## src/rtl/instr_decode_queue.sv

```systemverilog
// instr_decode_queue: registered RV32I decoder feeding a QDEPTH-entry FIFO of decoded instructions.
// Define ID_RV32M_EN to decode the M extension; otherwise those encodings are flagged illegal.
module instr_decode_queue #(
  parameter int XLEN   = 32,
  parameter int QDEPTH = 4,
  parameter int PCW    = 32
) (
  input  logic                      clk,
  input  logic                      rst,
  input  logic                      flush,
  input  logic                      in_valid,
  output logic                      in_ready,
  input  logic [31:0]               in_instr,
  input  logic [PCW-1:0]            in_pc,
  output logic                      out_valid,
  input  logic                      out_ready,
  output logic [PCW-1:0]            out_pc,
  output logic [XLEN-1:0]           out_imm,
  output logic [3:0]                out_alu_op,
  output logic [2:0]                out_cmp_op,
  output logic [4:0]                out_rd,
  output logic [4:0]                out_rs1,
  output logic [4:0]                out_rs2,
  output logic                      out_reg_we,
  output logic                      out_d1_sel,
  output logic                      out_d2_sel,
  output logic [1:0]                out_mem_op,
  output logic [2:0]                out_mem_sel,
  output logic [1:0]                out_wb_sel,
  output logic                      out_jump,
  output logic                      out_trap,
  output logic                      out_illegal,
  output logic [$clog2(QDEPTH):0]   out_count
);
  localparam int AW = $clog2(QDEPTH);
  localparam int CW = AW + 1;
  localparam logic [3:0] ALU_ADD = 4'h0, ALU_SUB = 4'h1, ALU_SLL = 4'h2, ALU_XOR = 4'h3,
                         ALU_SRL = 4'h4, ALU_SRA = 4'h5, ALU_OR  = 4'h6, ALU_AND = 4'h7;
  localparam logic [2:0] CMP_NOP = 3'd0, CMP_LT = 3'd3, CMP_LTU = 3'd5;
  localparam logic       D1_PC = 1'b1, D2_IMM = 1'b1;
  localparam logic [1:0] MEM_LOAD = 2'd1, MEM_STORE = 2'd2;
  localparam logic [1:0] WB_MEM = 2'd1, WB_IMM = 2'd2, WB_PC_NEXT = 2'd3;

  typedef struct packed {
    logic [PCW-1:0]  pc;
    logic [XLEN-1:0] imm;
    logic [3:0]      alu_op;
    logic [2:0]      cmp_op;
    logic [4:0]      rd;
    logic [4:0]      rs1;
    logic [4:0]      rs2;
    logic            reg_we;
    logic            d1_sel;
    logic            d2_sel;
    logic [1:0]      mem_op;
    logic [2:0]      mem_sel;
    logic [1:0]      wb_sel;
    logic            jump;
    logic            trap;
    logic            illegal;
  } entry_t;

  // SLT/SLTU reuse the branch comparator: a writing instruction with a non-NOP cmp_op writes the compare bit.
  function automatic logic [6:0] alu_cmp(input logic [2:0] f, input logic alt);
    case (f)
      3'd0:    alu_cmp = {alt ? ALU_SUB : ALU_ADD, CMP_NOP};
      3'd1:    alu_cmp = {ALU_SLL, CMP_NOP};
      3'd2:    alu_cmp = {ALU_SUB, CMP_LT};
      3'd3:    alu_cmp = {ALU_SUB, CMP_LTU};
      3'd4:    alu_cmp = {ALU_XOR, CMP_NOP};
      3'd5:    alu_cmp = {alt ? ALU_SRA : ALU_SRL, CMP_NOP};
      3'd6:    alu_cmp = {ALU_OR, CMP_NOP};
      default: alu_cmp = {ALU_AND, CMP_NOP};
    endcase
  endfunction

  logic [6:0]      opc, f7;
  logic [2:0]      f3;
  logic [4:0]      rs1f, rs2f;
  logic [XLEN-1:0] imm_i, imm_s, imm_b, imm_u, imm_j;
  logic            has_rd, bad;
  entry_t          d, head;

  assign opc   = in_instr[6:0];
  assign f3    = in_instr[14:12];
  assign f7    = in_instr[31:25];
  assign rs1f  = in_instr[19:15];
  assign rs2f  = in_instr[24:20];
  assign imm_i = {{21{in_instr[31]}}, in_instr[30:20]};
  assign imm_s = {{21{in_instr[31]}}, in_instr[30:25], in_instr[11:7]};
  assign imm_b = {{20{in_instr[31]}}, in_instr[7], in_instr[30:25], in_instr[11:8], 1'b0};
  assign imm_u = {in_instr[31:12], 12'b0};
  assign imm_j = {{12{in_instr[31]}}, in_instr[19:12], in_instr[20], in_instr[30:21], 1'b0};

  always_comb begin
    d = '0;
    d.pc = in_pc;
    has_rd = 1'b0;
    bad = 1'b0;
    case (opc)
      7'b0110111: begin
        d.imm = imm_u;
        d.d2_sel = D2_IMM;
        d.wb_sel = WB_IMM;
        has_rd = 1'b1;
      end
      7'b0010111: begin
        d.imm = imm_u;
        d.d1_sel = D1_PC;
        d.d2_sel = D2_IMM;
        has_rd = 1'b1;
      end
      7'b1101111: begin
        d.imm = imm_j;
        d.d1_sel = D1_PC;
        d.d2_sel = D2_IMM;
        d.wb_sel = WB_PC_NEXT;
        d.jump = 1'b1;
        has_rd = 1'b1;
      end
      7'b1100111: begin
        d.imm = imm_i;
        d.rs1 = rs1f;
        d.d2_sel = D2_IMM;
        d.wb_sel = WB_PC_NEXT;
        d.jump = 1'b1;
        has_rd = 1'b1;
        bad = f3 != 3'd0;
      end
      7'b1100011: begin
        d.imm = imm_b;
        d.rs1 = rs1f;
        d.rs2 = rs2f;
        d.d1_sel = D1_PC;
        d.d2_sel = D2_IMM;
        d.cmp_op = f3[2] ? f3 - 3'd1 : f3 + 3'd1;
        bad = f3[2:1] == 2'b01;
      end
      7'b0000011: begin
        d.imm = imm_i;
        d.rs1 = rs1f;
        d.d2_sel = D2_IMM;
        d.mem_op = MEM_LOAD;
        d.mem_sel = f3;
        d.wb_sel = WB_MEM;
        has_rd = 1'b1;
        bad = f3[1:0] == 2'b11 || f3 == 3'd6;
      end
      7'b0100011: begin
        d.imm = imm_s;
        d.rs1 = rs1f;
        d.rs2 = rs2f;
        d.d2_sel = D2_IMM;
        d.mem_op = MEM_STORE;
        d.mem_sel = f3;
        bad = f3 > 3'd2;
      end
      7'b0010011: begin
        d.imm = imm_i;
        d.rs1 = rs1f;
        d.d2_sel = D2_IMM;
        has_rd = 1'b1;
        {d.alu_op, d.cmp_op} = alu_cmp(f3, f3 == 3'd5 && f7[5]);
        bad = (f3 == 3'd1 && f7 != 7'h00) || (f3 == 3'd5 && f7 != 7'h00 && f7 != 7'h20);
      end
      7'b0110011: begin
        d.rs1 = rs1f;
        d.rs2 = rs2f;
        has_rd = 1'b1;
        {d.alu_op, d.cmp_op} = alu_cmp(f3, f7[5]);
        if (f7 == 7'h01) begin
`ifdef ID_RV32M_EN
          d.alu_op = {1'b1, f3};
          d.cmp_op = CMP_NOP;
`else
          bad = 1'b1;
`endif
        end else if (f7 == 7'h20) bad = f3 != 3'd0 && f3 != 3'd5;
        else bad = f7 != 7'h00;
      end
      7'b0001111: ;
      7'b1110011: begin
        d.imm = imm_i;
        d.trap = 1'b1;
        bad = in_instr[31:21] != '0 || in_instr[19:7] != '0;
      end
      default: bad = 1'b1;
    endcase
    d.rd = has_rd ? in_instr[11:7] : '0;
    d.reg_we = has_rd && in_instr[11:7] != 5'd0;
    if (bad) begin
      d = '0;
      d.pc = in_pc;
      d.illegal = 1'b1;
    end
  end

  entry_t        mem_q [QDEPTH];
  logic [AW-1:0] wr_ptr_q, wr_ptr_d, rd_ptr_q, rd_ptr_d;
  logic [CW-1:0] cnt_q, cnt_d;
  logic          enq, deq;

  assign in_ready  = cnt_q != CW'(QDEPTH);
  assign out_valid = cnt_q != '0;
  assign enq       = in_valid && in_ready;
  assign deq       = out_valid && out_ready;

  always_comb begin
    wr_ptr_d = wr_ptr_q + AW'(enq);
    rd_ptr_d = rd_ptr_q + AW'(deq);
    cnt_d = cnt_q + CW'(enq) - CW'(deq);
  end

  always_ff @(posedge clk) begin
    if (rst || flush) begin
      wr_ptr_q <= '0;
      rd_ptr_q <= '0;
      cnt_q <= '0;
    end else begin
      wr_ptr_q <= wr_ptr_d;
      rd_ptr_q <= rd_ptr_d;
      cnt_q <= cnt_d;
    end
  end

  always_ff @(posedge clk) begin
    if (enq) mem_q[wr_ptr_q] <= d;
  end

  assign head        = out_valid ? mem_q[rd_ptr_q] : '0;
  assign out_pc      = head.pc;
  assign out_imm     = head.imm;
  assign out_alu_op  = head.alu_op;
  assign out_cmp_op  = head.cmp_op;
  assign out_rd      = head.rd;
  assign out_rs1     = head.rs1;
  assign out_rs2     = head.rs2;
  assign out_reg_we  = head.reg_we;
  assign out_d1_sel  = head.d1_sel;
  assign out_d2_sel  = head.d2_sel;
  assign out_mem_op  = head.mem_op;
  assign out_mem_sel = head.mem_sel;
  assign out_wb_sel  = head.wb_sel;
  assign out_jump    = head.jump;
  assign out_trap    = head.trap;
  assign out_illegal = head.illegal;
  assign out_count   = cnt_q;
endmodule

```

## config.mk

```make
export PLATFORM = sky130hd
export DESIGN_NAME = instr_decode_queue
export DESIGN_NICKNAME = d
export VERILOG_FILES = /design/src/rtl/instr_decode_queue.sv
export SDC_FILE = /design/constraint.sdc
export NUM_CORES = 1
export LEC_CHECK = 0
export CAP_MARGIN = 0
export CORE_ASPECT_RATIO = 0.7
export CORE_MARGIN = 1
export CORE_UTILIZATION = 51
export CTS_CLUSTER_SIZE = 40
export DETAILED_ROUTE_END_ITERATION = 8
export PLACE_DENSITY = 0.72
export SYNTH_ARGS = -nofsm -noshare
export SYNTH_HDL_FRONTEND = slang
export SYNTH_SLANG_ARGS = --single-unit
```

## constraint.sdc

```tcl
create_clock -name clk -period 8.45 [get_ports clk]
set_input_delay 0.845 -clock clk [delete_from_list [all_inputs] [get_ports clk]]
set_output_delay 0.845 -clock clk [all_outputs]
set_load 0.02 [all_outputs]
```

==> summary.txt, run 1 <==
Max Clk Rate - 0.234 GHz
TNS Setup - 0 ns
HP Class - register to register
crit path DAT - 3.42 ns
RSZ-0062 raised after global routing - false
wire length per cell - 23.0 microns
post-CTS resize count - 0
Final nets - 1148
slowest cell on the critical path - buf_4
Synth top area share - 71.2%
DR pass1 iterations - 5
Remaining Overflow, GRT - 0
Final WS setup - 4.18 ns
crit end category - output pin
vias in the first global route - 8969
post-synth top area cell - edfxtp_1
cts hold-fix bufs - 0
RR Startpoint - out_count[2]
Max VDD drop - 0.000158 V
r2r setup slk - 5.49 ns
Area growth syn-to-layout - 19.6%
area of the multi-input gates - 4310 sq um
Clock transition at path regs - 0.06 ns
Yosys warning total - 0
post-layout min period - 4.27 ns
filler cell count - 2319
Netlist Area Pre-Place - 16500 sq um
initial antenna violation count - 1
Leakage - 6.65 nW
outcome - completed
H-tree depth - 2
vias per cell - 5.85
post-synthesis sequential area ratio - 72.1%
Worst Clk Skew - 0.00994 ns
total track usage - 21.5%
synth unique cells - 58
final antenna-violating net count - 0
syn nets - 976
Hold EP - wr_ptr_q[1]
ys async rst share - 0%
Storage cell area - 11900 sq um
final setup vio count - 0
Via Count - 8862
first-pass GRT wire length - 53900 microns
row cnt - 54
#FFs+latches synth - 399
critical-path cell list - buf_4, mux4_2, and2_1, clkdlybuf4s50_1
Hold WS - 0.646 ns
PD cells - 214 nW/um^2
number of CTS-inserted buffers - 38
final critical-path share of the clock period - 50.5%
maximum clock insertion buffer count - 3
chip width - 217 microns
io pins - 173
dpl hpwl - 21400 microns
WHS Path Cells - 2
CTS tree - built
Synth area leaders - edfxtp_1 (71%), mux4_2 (13%), and2_1 (3.9%)
Final Hold Viols - 0
crit path buf inv count - 2
Slew headroom - 38.0%
share of layout cells above drive strength 1 - 16.9%
Max-cap violations - 0
Iteration-0 DRC Markers - 777
count leader, synth - edfxtp_1
Reg2Reg Depth - 9
Synth Flop Type - edfxtp_1
Worst-Margin Slew - 0.930 ns
DRT Wirelength - 34800 microns
# diodes - 0
CP max stage delay - 0.80 ns
Starting Density - 52.5%
hold_sp - wr_ptr_q[1]
Setup Buffers After CTS - 0
CP startpoint kind - register
fin. max-slew vios - 0
largest net degree at the start of global routing - 89
CORE AREA - 31500 sq um
critical path class - register to output pin
DRC - 0
die height - 153 microns
Syn Area/Cell - 18.4 sq um
clock root buffer - clkbuf_16
Synth top cells by count - edfxtp_1 (392), and2_1 (104), mux4_2 (98)
kind of cell adding the most delay to the critical path - buffers and inverters
pre-CTS setup slack - 4.33 ns
crit path max fanout - 46
Syn Inst Count - 897
CTS Sinks - 399
r2r endpoint - out_count[2]
Worst EP required - 7.61 ns
port bufs - 171
Worst-Skew Late Latency - 0.53 ns
RePlAce Congestion - 0.857
DIE AREA - 33100 sq um
Post-synth EDFFs - 392
==> state kept, by name (all words and copies together) (netlist names) <==
name,cells
mem_q,392
out_count,3
rd_ptr_q,2
wr_ptr_q,2
==> routing by layer <==
layer,share of wire [%],vias to the layer above,global-route usage (%)
met5,0,-,0
met4,1.7,0,5.26
met3,7.7,50,4.09
met2,45,355,31.1
met1,46,4566,33.9
li1,-,3891,-
==> tightest hold or removal path, cell delays in order, from the launching register on <==
cell and delay (ns):
dfxtp_1 0.37, xnor2_1 0.19, nor3_1 0.04
==> cell families after synthesis <==
family	count (synthesis)	synth area share [%]
DFF	399	72.1
buffers and inverters	64	1.98
adders and majority gates	10	0.803
muxes	99	13.4
other	1	0.0227
AOI/OAI and AO/OA	66	2.70
and+or+nand+nor	253	8.74
xor gates and xnor gates	5	0.265
==> stage by stage <==
stage	cells	area [sq um]	utilization (%)	total power, mW
floorplan	897	16500	-	2.50
global placement	1449	18600	59.1	2.68
detailed placement	1449	18600	59.1	2.68
CTS	1514	19800	62.8	4.27
global route	1514	19800	62.8	4.37
finish	1514	19800	62.8	4.23
==> how the worst max path moves through the flow <==
stage                            start            to  slack [ns]  cells after the start
after floorplan               in_valid   mem_q[1][0]       -0.36                      2
after global placement    in_instr[12]  mem_q[0][11]        4.37                      9
after detailed placement   in_instr[2]  mem_q[1][11]        4.33                      7
after CTS                  rd_ptr_q[0]   out_imm[31]        4.06                      4
after global routing       rd_ptr_q[0]   out_imm[31]        3.91                      4
final                      rd_ptr_q[0]   out_imm[31]        4.18                      4
==> cells in the final DEF (no fill, tap or decap), drive strengths merged, types with 2 or more instances in the layout <==
| master | n |
|---|---|
| a21oi | 34 |
| a22o | 3 |
| a22oi | 6 |
| a31oi | 2 |
| and2 | 104 |
| and3 | 4 |
| and3b | 2 |
| buf | 15 |
| clkbuf | 49 |
| clkdlybuf4s50 | 171 |
| clkinv | 14 |
| dfxtp | 7 |
| edfxtp | 392 |
| ha | 9 |
| inv | 10 |
| mux4 | 98 |
| nand2 | 49 |
| nand2b | 5 |
| nand3 | 3 |
| nand4 | 2 |
| nor2 | 34 |
| nor2b | 2 |
| nor3 | 16 |
| nor3b | 14 |
| nor4 | 10 |
| o211a | 2 |
| o211ai | 2 |
| o21ai | 7 |
| or3 | 3 |
| xnor2 | 4 |
==> final cells by class <==
cell class,instances,area share [%]
clock inverters,16,0.513
flip-flops and latches,399,60.3
multi-input cells,434,21.8
repair buffers,186,9.23
well taps,420,2.66
inverters,10,0.190
clock buffers,49,5.34
==> power breakdown <==
group | switching (mW) | internal (mW) | total [mW] | leakage (nW)
sequential | 0.0138 | 2.21 | 2.22 | 4.14
clock | 0.688 | 0.910 | 1.60 | 0.572
combinational | 0.222 | 0.190 | 0.411 | 1.94
total | 0.923 | 3.31 | 4.23 | 6.65
(Power assumes the default switching activity.)
==> run 2, diff against run 1 <==
clock period = 3.75 ns   (was 8.45 ns; I/O delays follow)
==> summary.txt, run 2 (synthesis gave the netlist of run 1 again) <==
Worst EP required - 3.38 ns
number of CTS-inserted buffers - 39
kind of cell adding the most delay to the critical path - simple AND/OR/NAND/NOR gates
Max-cap violations - 0
H-tree depth - 2
Max VDD drop - 0.000392 V
Worst Clk Skew - 0.0118 ns
CORE AREA - 31500 sq um
Max Clk Rate - 0.310 GHz
CP max stage delay - 0.83 ns
Worst-Margin Slew - 0.818 ns
Slew headroom - 45.2%
DRT Wirelength - 35600 microns
Worst-Skew Late Latency - 0.53 ns
post-CTS resize count - 0
slowest cell on the critical path - or3_2
row cnt - 54
max reg flops - 392
Via Count - 8993
DIE AREA - 33100 sq um
filler cell count - 2198
share of layout cells above drive strength 1 - 18.8%
outcome - completed
PD cells - 488 nW/um^2
commonest non-fill, non-tap cell in the layout - edfxtp_1
HP Class - input port to register
pre-CTS setup slack - 0.337 ns
Remaining Overflow, GRT - 0
largest net degree at the start of global routing - 88
fin. max-slew vios - 0
crit path buf inv count - 2
DR pass1 iterations - 5
Starting Density - 52.5%
crit path max fanout - 39
Biggest register - mem_q
Area growth syn-to-layout - 22.3%
RSZ-0062 raised after global routing - false
CP startpoint kind - register
clock root buffer - clkbuf_16
die height - 153 microns
RePlAce Congestion - 0.873
maximum clock insertion buffer count - 3
chip width - 217 microns
crit end category - output pin
r2r setup slk - 1.00 ns
Setup Buffers After CTS - 0
Pwr Total - 9.86 mW
final critical-path share of the clock period - 85.9%
# diodes - 0
crit path DAT - 2.85 ns
DRC - 0
final antenna-violating net count - 0
first-pass GRT wire length - 55100 microns
critical-path cell list - or3_2, buf_4, and2_1, clkdlybuf4s50_1
critical path class - register to output pin
io pins - 173
Final nets - 1168
wire length per cell - 23.1 microns
cts hold-fix bufs - 0
CTS Sinks - 399
total track usage - 22.1%
commonest cells after routing, fill and taps aside - edfxtp_1 (392), clkdlybuf4s50_1 (171), and2_1 (104)
final setup vio count - 0
Iteration-0 DRC Markers - 696
CTS tree - built
vias per cell - 5.84
vias in the first global route - 9246
Leakage - 6.83 nW
Final Hold Viols - 0
dpl hpwl - 22400 microns
Clock transition at path regs - 0.06 ns
port bufs - 171
Final WS setup - 0.527 ns
initial antenna violation count - 1
TNS Setup - 0 ns
post-layout min period - 3.22 ns
-- run 2: changes by cell type in the layout (fill, tap and decap cells not counted), sizes merged --
cell,delta
clkbuf,+4
bufinv,+3
clkinv,-1
buf,+19
-- run 2: final timing paths --
kind / start / to / cells past startpoint
setup / recovery: out_count[2] / out_pc[2] / 4
hold / removal: in_pc[5] / mem_q[3][72] / 1
setup reg to reg: out_count[2] / out_count[2] / 8
hold reg to reg: out_count[0] / out_count[0] / 2
-- run 2: metrics by stage --
step           cell area (sq um)  utilization, %  hold WS, ns  instances
2_1_floorplan              16600               -        0.452        897
3_3_place_gp               18900            60.1        0.608       1468
3_5_place_dp               18900            60.1        0.620       1468
4_1_cts                    20200            64.2        0.451       1539
5_1_grt                    20200            64.2        0.470       1539
6_report                   20200            64.2        0.478       1539
-- run 2: power by group --
group          switching, mW  leakage [nW]  internal [mW]
registers             0.0329          4.14           4.98
logic                  0.513          2.07          0.449
clock network           1.57         0.623           2.32
total                   2.12          6.83           7.75
-- run 2: final cells by class --
type / count / area, sq um / share of cell area, %
Sequential cell: 399 / 11900 / 59.0
Multi-Input combinational cell: 434 / 4340 / 21.5
Timing Repair Buffer: 205 / 2100 / 10.4
Clock buffer: 53 / 1090 / 5.40
Tap cell: 420 / 526 / 2.60
Clock inverter: 18 / 188 / 0.929
Inverter: 10 / 37.5 / 0.186
-- run 2: layer usage --
layer / track usage, % / routed length, microns / vias up
met2: 32.8 / 16100 / 350
met3: 4.75 / 2630 / 47
met1: 33.7 / 16400 / 4664
met4: 4.96 / 540 / 0
li1: - / - / 3932
met5: 0 / 0 / -
==> run 3, diff against run 2 <==
ABC_CLOCK_PERIOD_IN_PS = 3750   (was default)
==> results of run 3 <==
Final layout, timing and power as in run 2 (identical DEF).
